### config.mk
export PLATFORM = sky130hd
export DESIGN_NAME = pixel_frame_writer
export DESIGN_NICKNAME = d
export VERILOG_FILES = /design/src/rtl/pixel_frame_writer_pkg.sv /design/src/rtl/pixel_addr_gen.sv /design/src/rtl/pixel_frame_writer.sv
export SDC_FILE = /design/constraint.sdc
export NUM_CORES = 1
export LEC_CHECK = 0
export BUFFER_PORTS_ARGS = -buffer_cell sky130_fd_sc_hd__buf_2
export CAP_MARGIN = 20
export CORE_ASPECT_RATIO = 1.2
export CORE_UTILIZATION = 52
export CTS_CLUSTER_DIAMETER = 200
export DETAILED_ROUTE_END_ITERATION = 12
export PLACE_DENSITY = 0.78
export SLEW_MARGIN = 10
export SYNTH_ARGS = -nofsm -noshare
export SYNTH_HDL_FRONTEND = slang
export SYNTH_SLANG_ARGS = --single-unit
### constraint.sdc
create_clock -name clk -period 3.4 [get_ports clk]
set_clock_uncertainty 0.2 [all_clocks]
set_input_delay 0.34 -clock clk [delete_from_list [all_inputs] [get_ports clk]]
set_output_delay 0.34 -clock clk [all_outputs]
set_load 0.05 [all_outputs]
### src/rtl/pixel_frame_writer_pkg.sv
// Shared types and helpers for the pixel frame writer: FSM encoding,
// default geometry and RGB channel helpers.
package pixel_frame_writer_pkg;

  localparam int IMG_W_DEF   = 256;
  localparam int IMG_H_DEF   = 256;
  localparam int PIX_W_DEF   = 24;
  localparam int ADDR_W_DEF  = 16;
  localparam int GAP_MAX_DEF = 8;
  localparam int FRAME_PIX_DEF = IMG_W_DEF * IMG_H_DEF;

  typedef enum logic [1:0] {
    S_IDLE    = 2'd0,
    S_ARMED   = 2'd1,
    S_CAPTURE = 2'd2,
    S_DONE    = 2'd3
  } state_t;

  function automatic logic [7:0] chan_r(input logic [23:0] p);
    return p[23:16];
  endfunction

  function automatic logic [7:0] chan_g(input logic [23:0] p);
    return p[15:8];
  endfunction

  function automatic logic [7:0] chan_b(input logic [23:0] p);
    return p[7:0];
  endfunction

  function automatic logic [9:0] rgb_sum(input logic [23:0] p);
    return {2'b00, chan_r(p)} + {2'b00, chan_g(p)} + {2'b00, chan_b(p)};
  endfunction

endpackage

### src/rtl/pixel_addr_gen.sv
// Row/column counters for the frame writer; produces the row-major linear
// address of the next pixel and flags the final pixel of the frame.
module pixel_addr_gen
  import pixel_frame_writer_pkg::*;
#(
  parameter int IMG_W  = IMG_W_DEF,
  parameter int IMG_H  = IMG_H_DEF,
  parameter int ADDR_W = ADDR_W_DEF
) (
  input  logic              clk,
  input  logic              rst,
  input  logic              clear,
  input  logic              step,
  output logic [ADDR_W-1:0] addr,
  output logic              last_pixel
);

  localparam int COL_W = (IMG_W > 1) ? $clog2(IMG_W) : 1;
  localparam int ROW_W = (IMG_H > 1) ? $clog2(IMG_H) : 1;
  localparam logic [COL_W-1:0] COL_LAST = COL_W'(IMG_W - 1);
  localparam logic [ROW_W-1:0] ROW_LAST = ROW_W'(IMG_H - 1);

  logic [COL_W-1:0] col;
  logic [ROW_W-1:0] row;

  always_ff @(posedge clk or posedge rst) begin
    if (rst) begin
      col <= '0;
      row <= '0;
    end else if (clear) begin
      col <= '0;
      row <= '0;
    end else if (step) begin
      if (col == COL_LAST) begin
        col <= '0;
        // row only wraps together with the end of the frame
        row <= (row == ROW_LAST) ? '0 : row + 1'b1;
      end else begin
        col <= col + 1'b1;
      end
    end
  end

  assign addr       = ADDR_W'(row) * ADDR_W'(IMG_W) + ADDR_W'(col);
  assign last_pixel = (col == COL_LAST) && (row == ROW_LAST);

endmodule

### src/rtl/pixel_frame_writer.sv
// Writes one IMG_W x IMG_H frame from the filter stream into the frame RAM.
// Define PIXEL_FRAME_WRITER_CHECKSUM_EN to build the R+G+B frame checksum.
//
// state   | meaning
// IDLE    | waiting for start; valid_in ignored
// ARMED   | start seen, waiting (unbounded) for the first pixel
// CAPTURE | writing pixels, idle gaps limited to GAP_MAX
// DONE    | one cycle, done pulse with the last write
module pixel_frame_writer
  import pixel_frame_writer_pkg::*;
#(
  parameter int IMG_W   = IMG_W_DEF,
  parameter int IMG_H   = IMG_H_DEF,
  parameter int PIX_W   = PIX_W_DEF,
  parameter int ADDR_W  = ADDR_W_DEF,
  parameter int GAP_MAX = GAP_MAX_DEF
) (
  input  logic              clk,
  input  logic              rst,
  input  logic              start,
  input  logic [PIX_W-1:0]  pixel_in,
  input  logic              valid_in,
  output logic [ADDR_W-1:0] mem_addr,
  output logic [PIX_W-1:0]  mem_wdata,
  output logic              mem_we,
  output logic              busy,
  output logic              done,
  output logic              frame_err,
  output logic [ADDR_W:0]   pix_count,
  output logic [31:0]       frame_sum
);

  localparam int GAP_W = $clog2(GAP_MAX + 1);
  localparam logic [GAP_W-1:0] GAP_LAST = GAP_W'(GAP_MAX - 1);

  state_t            state;
  logic [GAP_W-1:0]  gap;
  logic              clear;
  logic              step;
  logic [ADDR_W-1:0] next_addr;
  logic              last_pixel;

  assign clear = (state == S_IDLE) && start;
  assign step  = valid_in && ((state == S_ARMED) || (state == S_CAPTURE));

  pixel_addr_gen #(
    .IMG_W  (IMG_W),
    .IMG_H  (IMG_H),
    .ADDR_W (ADDR_W)
  ) u_addr_gen (
    .clk        (clk),
    .rst        (rst),
    .clear      (clear),
    .step       (step),
    .addr       (next_addr),
    .last_pixel (last_pixel)
  );

  always_ff @(posedge clk or posedge rst) begin
    if (rst) begin
      state     <= S_IDLE;
      mem_addr  <= '0;
      mem_wdata <= '0;
      mem_we    <= 1'b0;
      busy      <= 1'b0;
      done      <= 1'b0;
      frame_err <= 1'b0;
      pix_count <= '0;
      gap       <= '0;
    end else begin
      mem_we <= 1'b0;
      done   <= 1'b0;
      case (state)
        S_IDLE: begin
          if (start) begin
            state     <= S_ARMED;
            busy      <= 1'b1;
            frame_err <= 1'b0;
            pix_count <= '0;
            gap       <= '0;
          end
        end
        S_ARMED, S_CAPTURE: begin
          if (valid_in) begin
            mem_we    <= 1'b1;
            mem_addr  <= next_addr;
            mem_wdata <= pixel_in;
            pix_count <= pix_count + 1'b1;
            gap       <= '0;
            if (last_pixel) begin
              state <= S_DONE;
              done  <= 1'b1;
              busy  <= 1'b0;
            end else begin
              state <= S_CAPTURE;
            end
          end else if (state == S_CAPTURE) begin
            // this idle cycle is the GAP_MAX-th in a row
            if (gap == GAP_LAST) begin
              frame_err <= 1'b1;
              busy      <= 1'b0;
              state     <= S_IDLE;
            end else begin
              gap <= gap + 1'b1;
            end
          end
        end
        S_DONE:  state <= S_IDLE;
        default: state <= S_IDLE;
      endcase
    end
  end

`ifdef PIXEL_FRAME_WRITER_CHECKSUM_EN
  always_ff @(posedge clk or posedge rst) begin
    if (rst) begin
      frame_sum <= '0;
    end else if (clear) begin
      frame_sum <= '0;
    end else if (step) begin
      frame_sum <= frame_sum + 32'(rgb_sum(24'(pixel_in)));
    end
  end
`else
  assign frame_sum = '0;
`endif

endmodule

==> flow_summary.toml <==
[status]
outcome = "finished clean"

[timing]
setup_viol = 0
fin_crit_sh_pct = 81.1
fmax_ghz = 0.363
worst_pin_slew_ps = 666
slew_viol_final = 0
setup_ws_ps = 642
rsz0062_at_grt = "no"
layout_min_cycle_time_ps = 2760
final.setup.tns_ps = 0
hold_viol_final = 0
slew_headroom_pct = 55.2

[finish]
fill_cells = 587
final_core_util_pct = 67.8
diodes = 0
final_common_cell = "nand2_1"
multi_input_area_um2 = 1710
layout.nets = 597
synthToLayoutAreaGrowth_pct = 24.1
register_area_um2 = 2080
layout.cells.non_filler = 656
drive_above_1_share_pct = 20.8
layout_common_cells = "nand2_1, buf_2, dfrtp_1"

[clock_tree]
post-cts-setup-buffer-count = 0
clkTransAtPathRegs_ps = 80
cts_resized = 0
worstSkewPairLatency_ps = 360
numCtsBuffers = 9
cts_hold_buf = 24
clock_path_buffers = 2
cts.sinks = 83
cts_tree = "done"
htreeDepth = 3
cts_root_buf = "clkbuf_8"

[floorplanning]
dieArea_um2 = 8090
row_count = 34
core_um2 = 7360
start_util_pct = 54.7
die_h_um = 98.4
io_pins = 121
die_x_um = 82.3

[routing]
route.detailed.drc = 0
totalWireLength_mm = 9.36
ant_nets = 0
drtIter0Drc = 145
via_count = 3517
dr.pass1.iters = 5
wl_per_cell_um = 14.3
viasPerCell = 5.36

[logic_synthesis]
synth_edf_count = 0
syn-instance-count = 449
syn_area_per_cell_um2 = 8.96
synth_top_cell_area_share_pct = 51.6
synth_top_family_by_area = "simple AND/OR/NAND/NOR gates"
synthArstFlopShare_pct = 100
synth_flop_cell = "dfrtp_1"
seq_area_frac_synth_pct = 51.6
synth_area_leaders = "dfrtp_1, nand2_1, buf_4"
synth-warning-count = 0
yosys.area.top_type = "dfrtp_1"
synth_xor_area_share_pct = 3.27
synth_fa_ha_area_share_pct = 2.49
muxShareOfSynthArea_pct = 0.809
ys_ff_latch = 83
synth_compound_area_share_pct = 7.43
yosys.area_share.simple_pct = 25.5
synth_area_um2 = 4020
ys_types = 44

[power]
peakVddDrop_mv = 0.607
pwr-share-clk_pct = 24.5
seqPwrFrac_pct = 33.0
power_frac_comb_pct = 42.5
switching_share_pct = 45.2
power_density_nw_per_um2 = 819
switching_power_uw = 1850
power_uw = 4090
intPower_uw = 2240
p_leak_uw = 0.00262

[min_path]
hp-class = "in -> reg"

[place]
io_buffers = 88
detailedPlace.worstSlack_ps = 742
gp_congestion = 0.846
hpwl_mm = 6.06
place_inst = 614

[global_route]
grt_overflow = 0
grt_util_met1_pct = 28.3
grt_busiest_layer = "met2"
gr-usage-all-layers_pct = 24.2
grt_pass1_wl_mm = 14.9
grt.met2_usage_pct = 41.3
antenna_found_initial = 0
use_met3_pct = 6.26
grt_start_max_net_pins = 59
grt_pass1_vias = 3309

[critical_path]
cp_max_fo = 18
path_class = "reg -> reg"
worstPathRequired_ps = 3470
endpoint_kind = "flop"
cp-start-kind = "flop"
crit_arrival_ps = 2830

[flow_run]
maxCapViolations = 0
synth_stat cells (4+ instances only):
master and count:
o31ai_1 8, xnor2_1 8, and3_1 5, a21oi_1 19, o21ai_0 13, ha_1 8, or3_1 8, nand4_1 8
nor3_1 7, buf_1 4, xor2_1 7, dfrtp_1 83, clkbuf_1 11, nor2_1 20, nor4_1 5, nand3_1 12
buf_4 32, inv_1 7, or4_1 7, nand2_1 145
path summary, 6_finish.rpt:
path | from | to | slack (ps) | cells past startpoint
setup / recovery | state[0] | u_addr_gen.col[7] | 640 | 7
hold / removal | valid_in | busy | 110 | 3
max in group asynchronous | rst | u_addr_gen.col[5] | 2010 | 5
hold reg to reg | mem_addr[9] | mem_addr[9] | 280 | 2
min in group asynchronous | rst | pix_count[12] | 240 | 3
setup reg to reg | state[0] | u_addr_gen.col[7] | 640 | 7
per-layer routing:
layer | vias up | share of wire [%]
met4 | 0 | 2.8
met1 | 1702 | 39
li1 | 1659 | -
met3 | 25 | 5.4
met2 | 131 | 53
met5 | - | 0
through the flow:
stage	cell area [um^2]	hold slack, ps
5_1_grt	4990	117
4_1_cts	4950	9.36
3_3_place_gp	4430	254
6_report	4990	113
3_5_place_dp	4430	261
2_1_floorplan	4140	245
power groups by stage:
stage	logic (uW)	registers, uW	clock network, uW
2_1_floorplan	732	1970	0
3_3_place_gp	1670	1350	0
3_5_place_dp	1700	1360	0
4_1_cts	1730	1340	1010
5_1_grt	1880	1370	1050
6_report	1740	1350	1000
critical path: stages, from the launching register on:
cell     delay, ps
dfrtp_1        400
inv_1           90
ha_1           480
nand2_2        300
buf_4          290
or3_1          410
or3_1          330
a21oi_1        170
logic make-up after synthesis:
family          after synthesis
compound gates               50
buf+inv                      59
simple gates                230
flops                        83
other cells                   1
xor+xnor                     15
mux                           3
fa+ha+maj                     8
registers in the layout (all words and copies together) (netlist names), 2 cells and up:
register        count
u_addr_gen.row      8
pix_count          17
gap                 4
u_addr_gen.col      8
mem_wdata          24
state               2
mem_addr           16
cell type report:
class                      count  share of cell area, %
inverter                       8                  0.627
multi-input combinational    338                   34.3
timing repair buffer         121                   15.4
sequential                    83                   41.6
tap                           90                   2.26
clock inverter                 7                   3.28
clock buffer                   9                   2.48
(Power assumes the default switching activity.)
